<file path="src/rtl/eth_pkg.sv">
// Shared types and constants for the Ethernet transmit path.
package eth_pkg;

    localparam int ETH_MIN_FRAME_BYTES = 60;
    localparam int ETH_WORD_BYTES      = 4;

    typedef struct packed {
        logic [31:0] data;
        logic        sop;
        logic        eop;
        logic [1:0]  empty;
    } avst_word_t;

    typedef enum logic [1:0] {
        IDLE = 2'd0,
        PASS = 2'd1,
        PAD  = 2'd2
    } pad_state_t;

    // Keep mask for an eop word; empty bytes sit at the low end of the word.
    function automatic logic [31:0] byte_mask(input logic [1:0] empty);
        logic [31:0] mask;
        case (empty)
            2'd0:    mask = 32'hFFFF_FFFF;
            2'd1:    mask = 32'hFFFF_FF00;
            2'd2:    mask = 32'hFFFF_0000;
            2'd3:    mask = 32'hFF00_0000;
            default: mask = 32'hFFFF_FFFF;
        endcase
        return mask;
    endfunction

endpackage

</file>
<file path="src/rtl/eth_tx_pad.sv">
// Pads short Ethernet frames with zero bytes up to the minimum length, one registered stage.
// Optional frame/pad statistics counters are built when TX_PAD_STATS_EN is defined.
module eth_tx_pad
    import eth_pkg::*;
#(
    parameter int MIN_FRAME_BYTES = ETH_MIN_FRAME_BYTES,
    parameter int DATA_WIDTH      = 32
) (
    input  logic                  clk,
    input  logic                  reset_n,
    input  logic [DATA_WIDTH-1:0] avsi_data,
    input  logic                  avsi_valid,
    output logic                  avsi_ready,
    input  logic                  avsi_sop,
    input  logic                  avsi_eop,
    input  logic [1:0]            avsi_empty,
    output logic [DATA_WIDTH-1:0] avso_tse_data,
    output logic                  avso_tse_valid,
    input  logic                  avso_tse_ready,
    output logic                  avso_tse_sop,
    output logic                  avso_tse_eop,
    output logic [1:0]            avso_tse_empty
`ifdef TX_PAD_STATS_EN
    ,
    output logic [31:0]           stat_frames,
    output logic [31:0]           stat_padded
`endif
);

    localparam int MIN_WORDS = MIN_FRAME_BYTES / ETH_WORD_BYTES;
    localparam int CNT_W     = $clog2(MIN_WORDS + 1) + 1;
    localparam logic [CNT_W-1:0] MIN_WORDS_C = CNT_W'(MIN_WORDS);
    localparam logic [CNT_W-1:0] ONE_C       = CNT_W'(1);

    pad_state_t       state_q, state_d;
    logic [CNT_W-1:0] cnt_q, cnt_d;
    avst_word_t       out_q, out_d;
    logic             valid_q, valid_d;
    logic             run_q;

    logic             load_en_s;
    logic             in_ready_s;
    logic             enter_pad_s;
    logic             pad_last_s;
    logic [CNT_W-1:0] cnt_inc_s;
    logic [CNT_W-1:0] n_s;

    // Holds the input closed until the first clock after reset release.
    always_ff @(posedge clk or negedge reset_n) begin
        if (!reset_n) begin
            run_q <= 1'b0;
        end else begin
            run_q <= 1'b1;
        end
    end

    // State, word counter and output register.
    always_ff @(posedge clk or negedge reset_n) begin
        if (!reset_n) begin
            state_q <= IDLE;
            cnt_q   <= '0;
            out_q   <= '0;
            valid_q <= 1'b0;
        end else begin
            state_q <= state_d;
            cnt_q   <= cnt_d;
            out_q   <= out_d;
            valid_q <= valid_d;
        end
    end

    // Next-state logic: forward, mask the short eop word, then emit zero fill.
    always_comb begin
        state_d     = state_q;
        cnt_d       = cnt_q;
        out_d       = out_q;
        valid_d     = valid_q;
        in_ready_s  = 1'b0;
        enter_pad_s = 1'b0;
        load_en_s   = !valid_q || avso_tse_ready;
        pad_last_s  = (cnt_q + ONE_C) == MIN_WORDS_C;

        if (cnt_q >= MIN_WORDS_C) begin
            cnt_inc_s = MIN_WORDS_C;
        end else begin
            cnt_inc_s = cnt_q + ONE_C;
        end

        // A sop always restarts the count, even mid-frame.
        if ((state_q == PASS) && !avsi_sop) begin
            n_s = cnt_inc_s;
        end else begin
            n_s = ONE_C;
        end

        case (state_q)
            IDLE, PASS: begin
                in_ready_s = load_en_s && run_q;
                if (load_en_s) begin
                    valid_d = 1'b0;
                end else begin
                    valid_d = valid_q;
                end
                if (avsi_valid && in_ready_s && (avsi_sop || (state_q == PASS))) begin
                    valid_d     = 1'b1;
                    cnt_d       = n_s;
                    out_d.data  = avsi_data;
                    out_d.sop   = avsi_sop;
                    out_d.eop   = avsi_eop;
                    out_d.empty = avsi_empty;
                    if (!avsi_eop) begin
                        state_d = PASS;
                    end else if (n_s >= MIN_WORDS_C) begin
                        state_d = IDLE;
                    end else begin
                        out_d.data  = avsi_data & byte_mask(avsi_empty);
                        out_d.eop   = 1'b0;
                        out_d.empty = 2'd0;
                        state_d     = PAD;
                        enter_pad_s = 1'b1;
                    end
                end else begin
                    state_d = state_q;
                end
            end
            PAD: begin
                if (load_en_s) begin
                    valid_d     = 1'b1;
                    cnt_d       = cnt_q + ONE_C;
                    out_d.data  = 32'h0000_0000;
                    out_d.sop   = 1'b0;
                    out_d.eop   = pad_last_s;
                    out_d.empty = 2'd0;
                    if (pad_last_s) begin
                        state_d = IDLE;
                    end else begin
                        state_d = PAD;
                    end
                end else begin
                    state_d = PAD;
                end
            end
            default: begin
                state_d = IDLE;
                cnt_d   = '0;
                valid_d = 1'b0;
            end
        endcase
    end

    assign avsi_ready     = in_ready_s;
    assign avso_tse_data  = out_q.data;
    assign avso_tse_valid = valid_q;
    assign avso_tse_sop   = out_q.sop;
    assign avso_tse_eop   = out_q.eop;
    assign avso_tse_empty = out_q.empty;

`ifdef TX_PAD_STATS_EN
    logic [31:0] stat_frames_q;
    logic [31:0] stat_padded_q;

    // Wrapping counters of forwarded and padded frames.
    always_ff @(posedge clk or negedge reset_n) begin
        if (!reset_n) begin
            stat_frames_q <= 32'd0;
            stat_padded_q <= 32'd0;
        end else begin
            if (valid_q && avso_tse_ready && out_q.eop) begin
                stat_frames_q <= stat_frames_q + 32'd1;
            end else begin
                stat_frames_q <= stat_frames_q;
            end
            if (enter_pad_s) begin
                stat_padded_q <= stat_padded_q + 32'd1;
            end else begin
                stat_padded_q <= stat_padded_q;
            end
        end
    end

    assign stat_frames = stat_frames_q;
    assign stat_padded = stat_padded_q;
`else
    logic stats_unused_s;
    assign stats_unused_s = enter_pad_s;
`endif

endmodule
</file>
<file path="config.mk">
export PLATFORM = sky130hd
export DESIGN_NAME = eth_tx_pad
export DESIGN_NICKNAME = d
export VERILOG_FILES = /design/src/rtl/eth_pkg.sv /design/src/rtl/eth_tx_pad.sv
export SDC_FILE = /design/constraint.sdc
export NUM_CORES = 1
export LEC_CHECK = 0
export CORE_AREA = 3 3 63 80
export DETAILED_ROUTE_END_ITERATION = 10
export DIE_AREA = 0 0 66 83
export PLACE_DENSITY = 0.9
export SETUP_SLACK_MARGIN = 0.15
export SYNTH_ARGS = -nofsm -noshare
export SYNTH_HDL_FRONTEND = slang
export SYNTH_SLANG_ARGS = --single-unit
</file>
<file path="constraint.sdc">
create_clock -name clk -period 5.15 [get_ports clk]
set_input_delay 1.2875 -clock clk [delete_from_list [all_inputs] [get_ports clk]]
set_output_delay 1.2875 -clock clk [all_outputs]
set_load 0.1 [all_outputs]
</file>
* Word-level counts from Yosys, hierarchy flattened *
Index checks and enable logic that the tools add are counted.

word-level totals
  word-level logic and storage cells = 64
  flip-flop bits (word level) = 45

operators by class
  $add $sub $neg = 1
  bitwise gates (word level) = 1
  equality and inequality tests = 9
  multiplexer cells = 28
  order comparisons = 2
  reductions and logical operators = 15

operators with widths
  operator             count
  $mux 32              6
  $pmux 32 s4          1
  $mux 36              2
  $pmux 36 s2          1
  $and 32x32->32       1
  $mux 5               4
  $ge 5x4->1 const B   2
  $mux 2               5
  $pmux 5 s2           1
  $eq 2x2->1 const B   3
  $mux 3               2
  $add 5x1->5 const B  1
  $eq 5x4->1 const B   1
  $eq 2x1->1 const B   2
  $logic_and 1x1->1    4
  $logic_not 2->1      2
  $mux 1               4
  $ne 2x2->1 const B   2
  $pmux 2 s2           1
  $reduce_and 2->1     2
  $ne 3x3->1 const B   1
  $reduce_and 3->1     1
  $logic_not 1->1      2
  $logic_or 1x1->1     2
  3 further kinds      3

* Logic depth before layout (Yosys ltp) *
Gate-level depths: netlist of run 1.

  depth in word-level cells = 13
  gate-level depth with buffers = 8
  depth with buffers taken out = 8

* Worst setup path after synthesis of run 1 *
No wires, ideal clock.

  path type = input to output
  from = input port avso_tse_ready
  to = output port avsi_ready
  cell stages on the path = 2
  path buffers = 0
  data arrival time = 3.572 ns
  setup slack = 0.290 ns
  cells stage by stage = nor2b_1 > nor3b_1

on the way
  word-level cells in the longest chain between the ends = 3

ends and longest elaborated chain
  element             line              source
  start: declaration  eth_tx_pad.sv:19  input logic avso_tse_ready,
  $logic_or 1x1->1    eth_tx_pad.sv:80  load_en_s = !valid_q || avso_tse_ready;
  $logic_and 1x1->1   eth_tx_pad.sv:98  in_ready_s = load_en_s && run_q;
  $mux 1              eth_tx_pad.sv:96  case (state_q)
  end: declaration    eth_tx_pad.sv:13  output logic avsi_ready,

No other way between the ends.

* Final worst setup path of run 1 *
Ends and elaborated chain as after synthesis.

==> metrics, run 1 <==
status complete, no violations; clock sinks 45; setup skew after layout 3.95 ps; I/O Buffers 77; r2r startpoint cnt_q[0]; RSZ-0062 raised after global routing false; Fill cells 335; Area growth syn-to-layout 47.1%; routed len/inst 16.0 µm; post-synthesis sequential area ratio 0.566; CP startpoint kind primary input; post-synth top area cell dfrtp_1; crit share post-route 0.716; Antenna Nets Post-Route 0; DR DRC count 0; Die ar. 5480 µm²; worst skew pair latency 290 ps; Die Span Y 83 µm; Final nets between 200 and 300; num ports 78; syn_nets 217; worst setup path class primary input to output pin; CTS Buf Count 5; root buffer cell clkbuf_8; GR Overflow Total 0; CTS Hold Buffers Added 0; largest net degree at the start of global routing 46; post-DP HPWL 3640 µm; FF+latch area around 1100 µm²; Final setup viols 0; CTS tree built; max-cap violation count 0; initial antenna violation count 0; Synth warnings 0; Crit Path Max Fanout 6; Worst-Margin Slew 1010 ps; FF-to-FF End avso_tse_data[19]; Critical Path Source avso_tse_ready; placed cell count 304; via count 1688; Final Non-Filler Cells 312; Post-Route WL roughly 5000 µm; top-count cell post-synth dfrtp_1; DRT Pass-1 Iters 4; Fin. Hold Viols 0; top cells by count, synth dfrtp_1, a22o_1, nand2_1; cts repair resizes 0; H-tree lvl count 2; layout cells sized above 1 0.0748; Area contributors post-synth dfrtp_1, a22o_1, nand2_1; die extent in x around 66 µm; cells after synthesis about 170; worst endpoint required time 3860 ps; Sum Neg Setup Slack 0 ps; Yosys cell types 42; hold path start avso_tse_data[4]; clock buffer depth 2; global-route wire length before repair between 8000 and 9000 µm; Overall Global Routing Usage 0.194; multi-input logic area 827 µm²; CTS clk-pin slew, worst paths roughly 80 ps; fmax 0.271 GHz; CP endpoint kind output pin; worst hold path class flop to flop; Syn Std Cell Area 1990 µm²; Row Count 27; vias in the first global route 1749; antenna cells 0; post-synthesis register bit count 45; worst path arrival time 2400 ps; Max Transition Viols Final 0; DRT iter0 DRCs 80; placer congestion estimate 0.843; Post-synth EDFFs 0; Post-CTS Setup Inserts 0; R2R setup slack 2780 ps; Final Critical Period 3690 ps; number of vias per cell 5.41; asr flop ratio synth 1.00; Starting Density 0.457; core area 4360 µm²; Most used DFF post-synth dfrtp_1; Post-Syn Area per Cell 11.4 µm²; Worst setup endpoint avsi_ready; worst-case reg-to-reg path depth 8; Synth top area share 0.566; max_slew headroom 0.325
## per-stage QoR
step           utilization  hold slack (ps)  instance area (µm²)  setup WS [ps]
5_1_grt              0.672              519                 2930           1380
4_1_cts              0.672              499                 2930           1460
2_1_floorplan            -              488                 1990            290
3_3_place_gp         0.646              473                 2820           1500
6_report             0.672              493                 2930           1460
3_5_place_dp         0.646              481                 2820           1470
## routing by layer
layer  vias up  global-route usage  routed length (µm)
li1        794                   -                   -
met1       802               0.245                2020
met2        78               0.319                2510
met5         -                   0                   0
met4         0              0.0518                 125
met3        14              0.0582                 341
## how the worst min path moves through the flow
stage                              to  slack [ps]  depth (start not counted)
finish               avso_tse_data[4]         490                          2
global route        avso_tse_data[16]         520                          1
CTS                  avso_tse_data[4]         500                          2
detailed placement   avso_tse_data[4]         480                          2
global placement     avso_tse_data[2]         470                          2
floorplan              avso_tse_valid         490                          2
## worst max-delay path: stages
cell	delay (ps)
clkdlybuf4s50_1	410
nor2b_1	350
nor3b_1	90
buf_4	250
## registers in the layout, indices dropped and copies added, names as in the netlist
| name | cells |
|---|---|
| avso_tse_valid | 1 |
| avso_tse_empty | 2 |
| run_q | 1 |
| cnt_q | 5 |
| state_q | 2 |
| avso_tse_data | 32 |
| avso_tse_sop | 1 |
| avso_tse_eop | 1 |
## placed cells by master (no fill, tap or decap), types with 2 or more instances in the layout
master,count
a21oi_1,6
clkbuf_8,5
nor3b_2,2
nor2b_1,3
nand3_1,4
inv_1,3
clkdlybuf4s50_1,75
o21ai_0,4
nor2_1,5
dfrtp_1,45
and3_1,2
o31ai_1,2
ha_1,3
nand2b_1,2
buf_4,3
a22o_1,26
nand2_1,25
o21ai_1,9
a32o_1,2
## kinds of logic after synthesis
group                    share of synthesized area
buffers and inverters                       0.0207
adder cells (fa/ha/maj)                     0.0189
other                                      0.00188
AO/OA/AOI/OAI                                0.258
AND/OR/NAND/NOR                              0.126
flip-flops                                   0.566
XOR/XNOR                                   0.00881
## area by class of cell
class / instances / area share
Clock inverter: 2 / 0.0133
Timing Repair Buffer: 79 / 0.266
Inverter: 3 / 0.00385
Sequential cell: 45 / 0.385
Clock buffer: 6 / 0.0248
Tap cell: 58 / 0.0248
Multi-Input combinational cell: 119 / 0.283
Power of run 1 is left out: the tool's default activity adds up to more than one toggle a clock period on the data nets, which glitch-free logic cannot reach.
==> run 2, diff against run 1 <==
Settings changed: CORE_AREA 3 3 63 80 to 3 3 65 83, DIE_AREA 0 0 66 83 to 0 0 68 86, PLACE_DENSITY 0.9 to 0.85.
Clock period 5.15 ns to 3.44 ns, I/O delays scaled along.
==> run 2 against run 1 <==
Net effect: worst setup slack got worse by 850 ps; critical endpoint unchanged; count of clock-buffer cells in the layout is 1 lower; first-iteration DRC count decreased by 10%; clock skew is 3.9 ps higher; final cell count increased by 1.3%; global-route usage down 2.2 points; via count decreased by 1.5%; core utilization decreased by 6.5 points; cell area shrank 2.7%; critical path depth stayed put.
==> metrics, run 2 (synthesized netlist as in run 1, its figures left out) <==
status complete, no violations; number of vias per cell 5.26 (-2.8%); FF-to-FF End avso_tse_data[1]; Row Count 28 (+3.7%); max-cap violation count 0 (unchanged); die extent in x 68 µm (+3.0%); Overall Global Routing Usage 0.172 (-0.0218); worst skew pair latency 310 ps (+20 ps); worst-case reg-to-reg path depth 8 (unchanged); max reg flops 32 (unchanged); GR Overflow Total 0 (unchanged); clock buffer depth 2 (unchanged); Critical Path Source avso_tse_ready; cts repair resizes 0 (unchanged); Post-CTS Setup Inserts 0 (unchanged); post-DP HPWL 3550 µm (-2.6%); Die ar. 5850 µm² (+6.8%); worst hold path class flop to flop; Post-Route WL 4770 µm (-4.5%); CP startpoint kind primary input; fmax 0.353 GHz; worst endpoint required time 2580 ps (-1280 ps); critical path's slowest cell clkdlybuf4s50_1; CP endpoint kind output pin; layout cells sized above 1 0.234 (+0.160); via count 1662 (-1.5%); Sum Neg Setup Slack 0 ps (unchanged); DRT Pass-1 Iters 6 (+2); Worst path max stage delay 410 ps (about the same); vias in the first global route 1686 (-3.6%); Top delay family on crit path buffers and inverters; worst setup path class primary input to output pin; Crit path depth 4 (unchanged); Fin. Hold Viols 0 (unchanged); placed cell count 308 (+1.3%); global-route wire length before repair 7760 µm (-8.2%); Place WS 611 ps (-862 ps); antenna cells 0 (unchanged); Die Span Y 86 µm (+3.6%); Final nets 298 (+0.68%); CTS Buf Count 5 (unchanged); commonest non-fill, non-tap cells in the layout dfrtp_1, buf_4, clkdlybuf4s50_1, a22o_1, nand2_1; Antenna Nets Post-Route 0 (unchanged); clock sinks 45 (unchanged); Final Non-Filler Cells 316 (+1.3%); crit share post-route 0.822; CTS tree built; cell-by-cell listing of the critical path clkdlybuf4s50_1 -> nor2b_1 -> nor3b_2 -> buf_12; Area growth syn-to-layout 43.1%; r2r startpoint cnt_q[0]; Crit Path Max Fanout 6 (unchanged); worst hold margin 499 ps (+6.29 ps); R2R setup slack 1110 ps (-1670 ps); CTS clk-pin slew, worst paths 80 ps (about the same); largest net degree at the start of global routing 46 (unchanged); Starting Density 0.424 (-0.0327); Final setup viols 0 (unchanged); DR DRC count 0 (unchanged); initial antenna violation count 0 (unchanged); RSZ-0062 raised after global routing false; setup skew after layout 7.84 ps (+3.89 ps); CTS Hold Buffers Added 0 (unchanged); DRT iter0 DRCs 72 (-10%); WP buf/inv 2 (unchanged); core area 4690 µm² (+7.7%); Worst-Margin Slew 977 ps (-32.9 ps); placer congestion estimate 0.746 (-12%); num ports 78 (unchanged); worst path arrival time 1970 ps (-430 ps); PnR worst setup slack 611 ps (-854 ps); Max Transition Viols Final 0 (unchanged); routed len/inst 15.1 µm (-5.7%); max_slew headroom 0.349 (+0.0240); commonest non-fill, non-tap cell in the layout dfrtp_1; Worst setup endpoint avsi_ready; I/O Buffers 77 (unchanged); Fill cells 407 (+21%); root buffer cell clkbuf_8; H-tree lvl count 2 (unchanged); Final Critical Period 2830 ps
-- run 2: changes by cell type in the layout (fill, tap and decap cells not counted), sizes merged --
cell | before | now
clkinvlp | 0 | 1
bufinv | 1 | 0
inv | 3 | 4
clkbuf | 6 | 5
clkdlybuf4s50 | 75 | 38
buf | 4 | 43
-- run 2: worst min path at each step --
| stage | slack (ps) | to | depth (start not counted) | from |
|---|---|---|---|---|
| final | 500 | avso_tse_data[0] | 2 | avso_tse_data[0] |
| after CTS | 500 | avso_tse_data[0] | 2 | avso_tse_data[0] |
| after detailed placement | 480 | avso_tse_data[0] | 2 | avso_tse_data[0] |
| after global routing | 530 | avso_tse_data[5] | 2 | avso_tse_data[5] |
| after global placement | 470 | avso_tse_data[3] | 2 | avso_tse_data[3] |
| after floorplan | 490 | avso_tse_valid | 2 | state_q[1] |
-- run 2: metrics by stage --
step | util | cell area [µm²]
finish | 0.607 | 2850
CTS | 0.607 | 2850
floorplan | - | 1990
global route | 0.607 | 2850
global placement | 0.587 | 2760
detailed placement | 0.587 | 2760
-- run 2: routing by layer --
| layer | share of wire | vias to the layer above | wire (µm) | track usage |
|---|---|---|---|---|
| li1 | - | 797 | - | - |
| met1 | 0.39 | 792 | 1870 | 0.215 |
| met2 | 0.52 | 63 | 2490 | 0.283 |
| met3 | 0.074 | 10 | 355 | 0.0511 |
| met4 | 0.012 | 0 | 57 | 0.0488 |
| met5 | 0 | - | 0 | 0 |
-- run 2: layout make-up --
class,count,area [µm²],share of cell area
multi-input cells,119,832,0.292
inverters,3,11.3,0.00395
clock buffers,5,68.8,0.0242
clock inverters,3,21.3,0.00747
well taps,60,75.1,0.0264
flip-flops and latches,45,1130,0.395
repair buffers,81,713,0.250
-- run 2: worst register-to-register path: cells and delay by family (launching register included) --
family	cells	cell delay (ps)
flops	1	460
compound gates	4	880
simple gates	1	200
buf+inv	1	50
fa+ha+maj	2	620
Power of run 2 is left out for the same reason.
==> run 3, diff against run 2 <==
Clock period 3.44 ns to 2.8 ns, I/O delays scaled along.
==> run 3 against run 2 <==
Net effect: critical path depth is the same; global-route usage shrank 0.066 points; core utilization grew 0.32 points.
==> metrics, run 3 (synthesized netlist as in run 1, its figures left out) <==
Die Span Y 86 µm (unchanged); routed len/inst 15.2 µm (+0.33%); I/O Buffers 77 (unchanged); largest net degree at the start of global routing 28 (-39%); max-cap violation count 0 (unchanged); worst endpoint required time 2100 ps (-480 ps); commonest non-fill, non-tap cell in the layout dfrtp_1; Final setup viols 0 (unchanged); fmax about 0.40 GHz; clock buffer depth 2 (unchanged); CTS Hold Buffers Added 0 (unchanged); Worst-Margin Slew 741 ps (-236 ps); max_slew headroom 0.503 (+0.155); number of vias per cell 5.25 (-0.21%); worst hold path class primary input to async pin; max reg flops 32 (unchanged); post-DP HPWL 3540 µm (-0.18%); via count 1669 (+0.42%); CP startpoint kind primary input; vias in the first global route 1695 (+0.53%); CTS tree built; layout cells sized above 1 0.233 (-0.00182); DRT iter0 DRCs 64 (-11%); cts repair resizes 0 (unchanged); Max Transition Viols Final 0 (unchanged); setup skew after layout 5.44 ps (-2.40 ps); die extent in x 68 µm (unchanged); worst skew pair latency 290 ps (-20 ps); CTS clk-pin slew, worst paths 80 ps (about the same); crit share post-route 0.901; DRT Pass-1 Iters 4 (-2); H-tree lvl count 2 (unchanged); Post-CTS Setup Inserts 0 (unchanged); Die ar. 5850 µm² (unchanged); commonest non-fill, non-tap cells in the layout dfrtp_1, buf_4, clkdlybuf4s50_1, a22o_1, nand2_1; worst path arrival time 1820 ps (-150 ps); Overall Global Routing Usage 0.171 (-0.000657); Area growth syn-to-layout 43.9%; DR DRC count 0 (unchanged); initial antenna violation count 0 (unchanged); num ports 78 (unchanged); Sum Neg Setup Slack 0 ps (unchanged); worst setup path class primary input to output pin; Row Count 28 (unchanged); root buffer cell clkbuf_8; Starting Density 0.424 (unchanged); Final Critical Period 2520 ps; RSZ-0062 raised after global routing false; Post-Route WL 4820 µm (+0.96%); GR Overflow Total 0 (unchanged); CP endpoint kind output pin; global-route wire length before repair 7720 µm (-0.53%); core area 4690 µm² (unchanged); placer congestion estimate 0.889 (+19%); CTS Buf Count 5 (unchanged); Fin. Hold Viols 0 (unchanged); Antenna Nets Post-Route 0 (unchanged); Final nets 300 (+0.67%); clock sinks 45 (unchanged); antenna cells 0 (unchanged); Crit Path Max Fanout 6 (unchanged); status complete, no violations
## run 3: metrics by stage
step / instances / hold WS [ps] / utilization / cell area, µm² / setup WS [ps]
floorplan: 174 / 404 / - / 2000 / 173
global placement: 310 / 474 / 0.592 / 2780 / 314
detailed placement: 310 / 478 / 0.592 / 2780 / 277
CTS: 318 / 369 / 0.610 / 2860 / 269
global route: 318 / 388 / 0.610 / 2860 / 198
finish: 318 / 363 / 0.610 / 2860 / 277
## run 3: per-layer routing
layer | part of all wire | vias up | GRT usage
li1 | - | 805 | -
met1 | 0.41 | 793 | 0.214
met2 | 0.51 | 62 | 0.284
met3 | 0.066 | 9 | 0.0446
met4 | 0.016 | 0 | 0.0542
met5 | 0 | - | 0
## run 3: cell type report
type                    count  area (µm²)
clock buffers               7        76.3
clock inverters             1        7.51
fillers                   400        1830
inverters                   3        11.3
multi-input cells         119         838
flip-flops and latches     45        1130
well taps                  60        75.1
repair buffers             83         728
## run 3: path summary, 6_finish.rpt
| path | start | end | slack (ps) | cells past startpoint |
|---|---|---|---|---|
| max in group asynchronous | reset_n | state_q[0] | 1760 | 2 |
| max reg2reg | cnt_q[0] | avso_tse_data[7] | 470 | 8 |
| min in group clk | avso_tse_data[1] | avso_tse_data[1] | 490 | 2 |
| min reg2reg | avso_tse_data[1] | avso_tse_data[1] | 490 | 2 |
| min | reset_n | avso_tse_data[1] | 360 | 1 |
| max | avso_tse_ready | avsi_ready | 280 | 4 |
## run 3: critical path, cell delays in order
cell,delay [ps]
clkdlybuf4s50_1,420
nor2b_1,430
nor3b_4,90
buf_12,180
Power of run 3 is left out for the same reason.
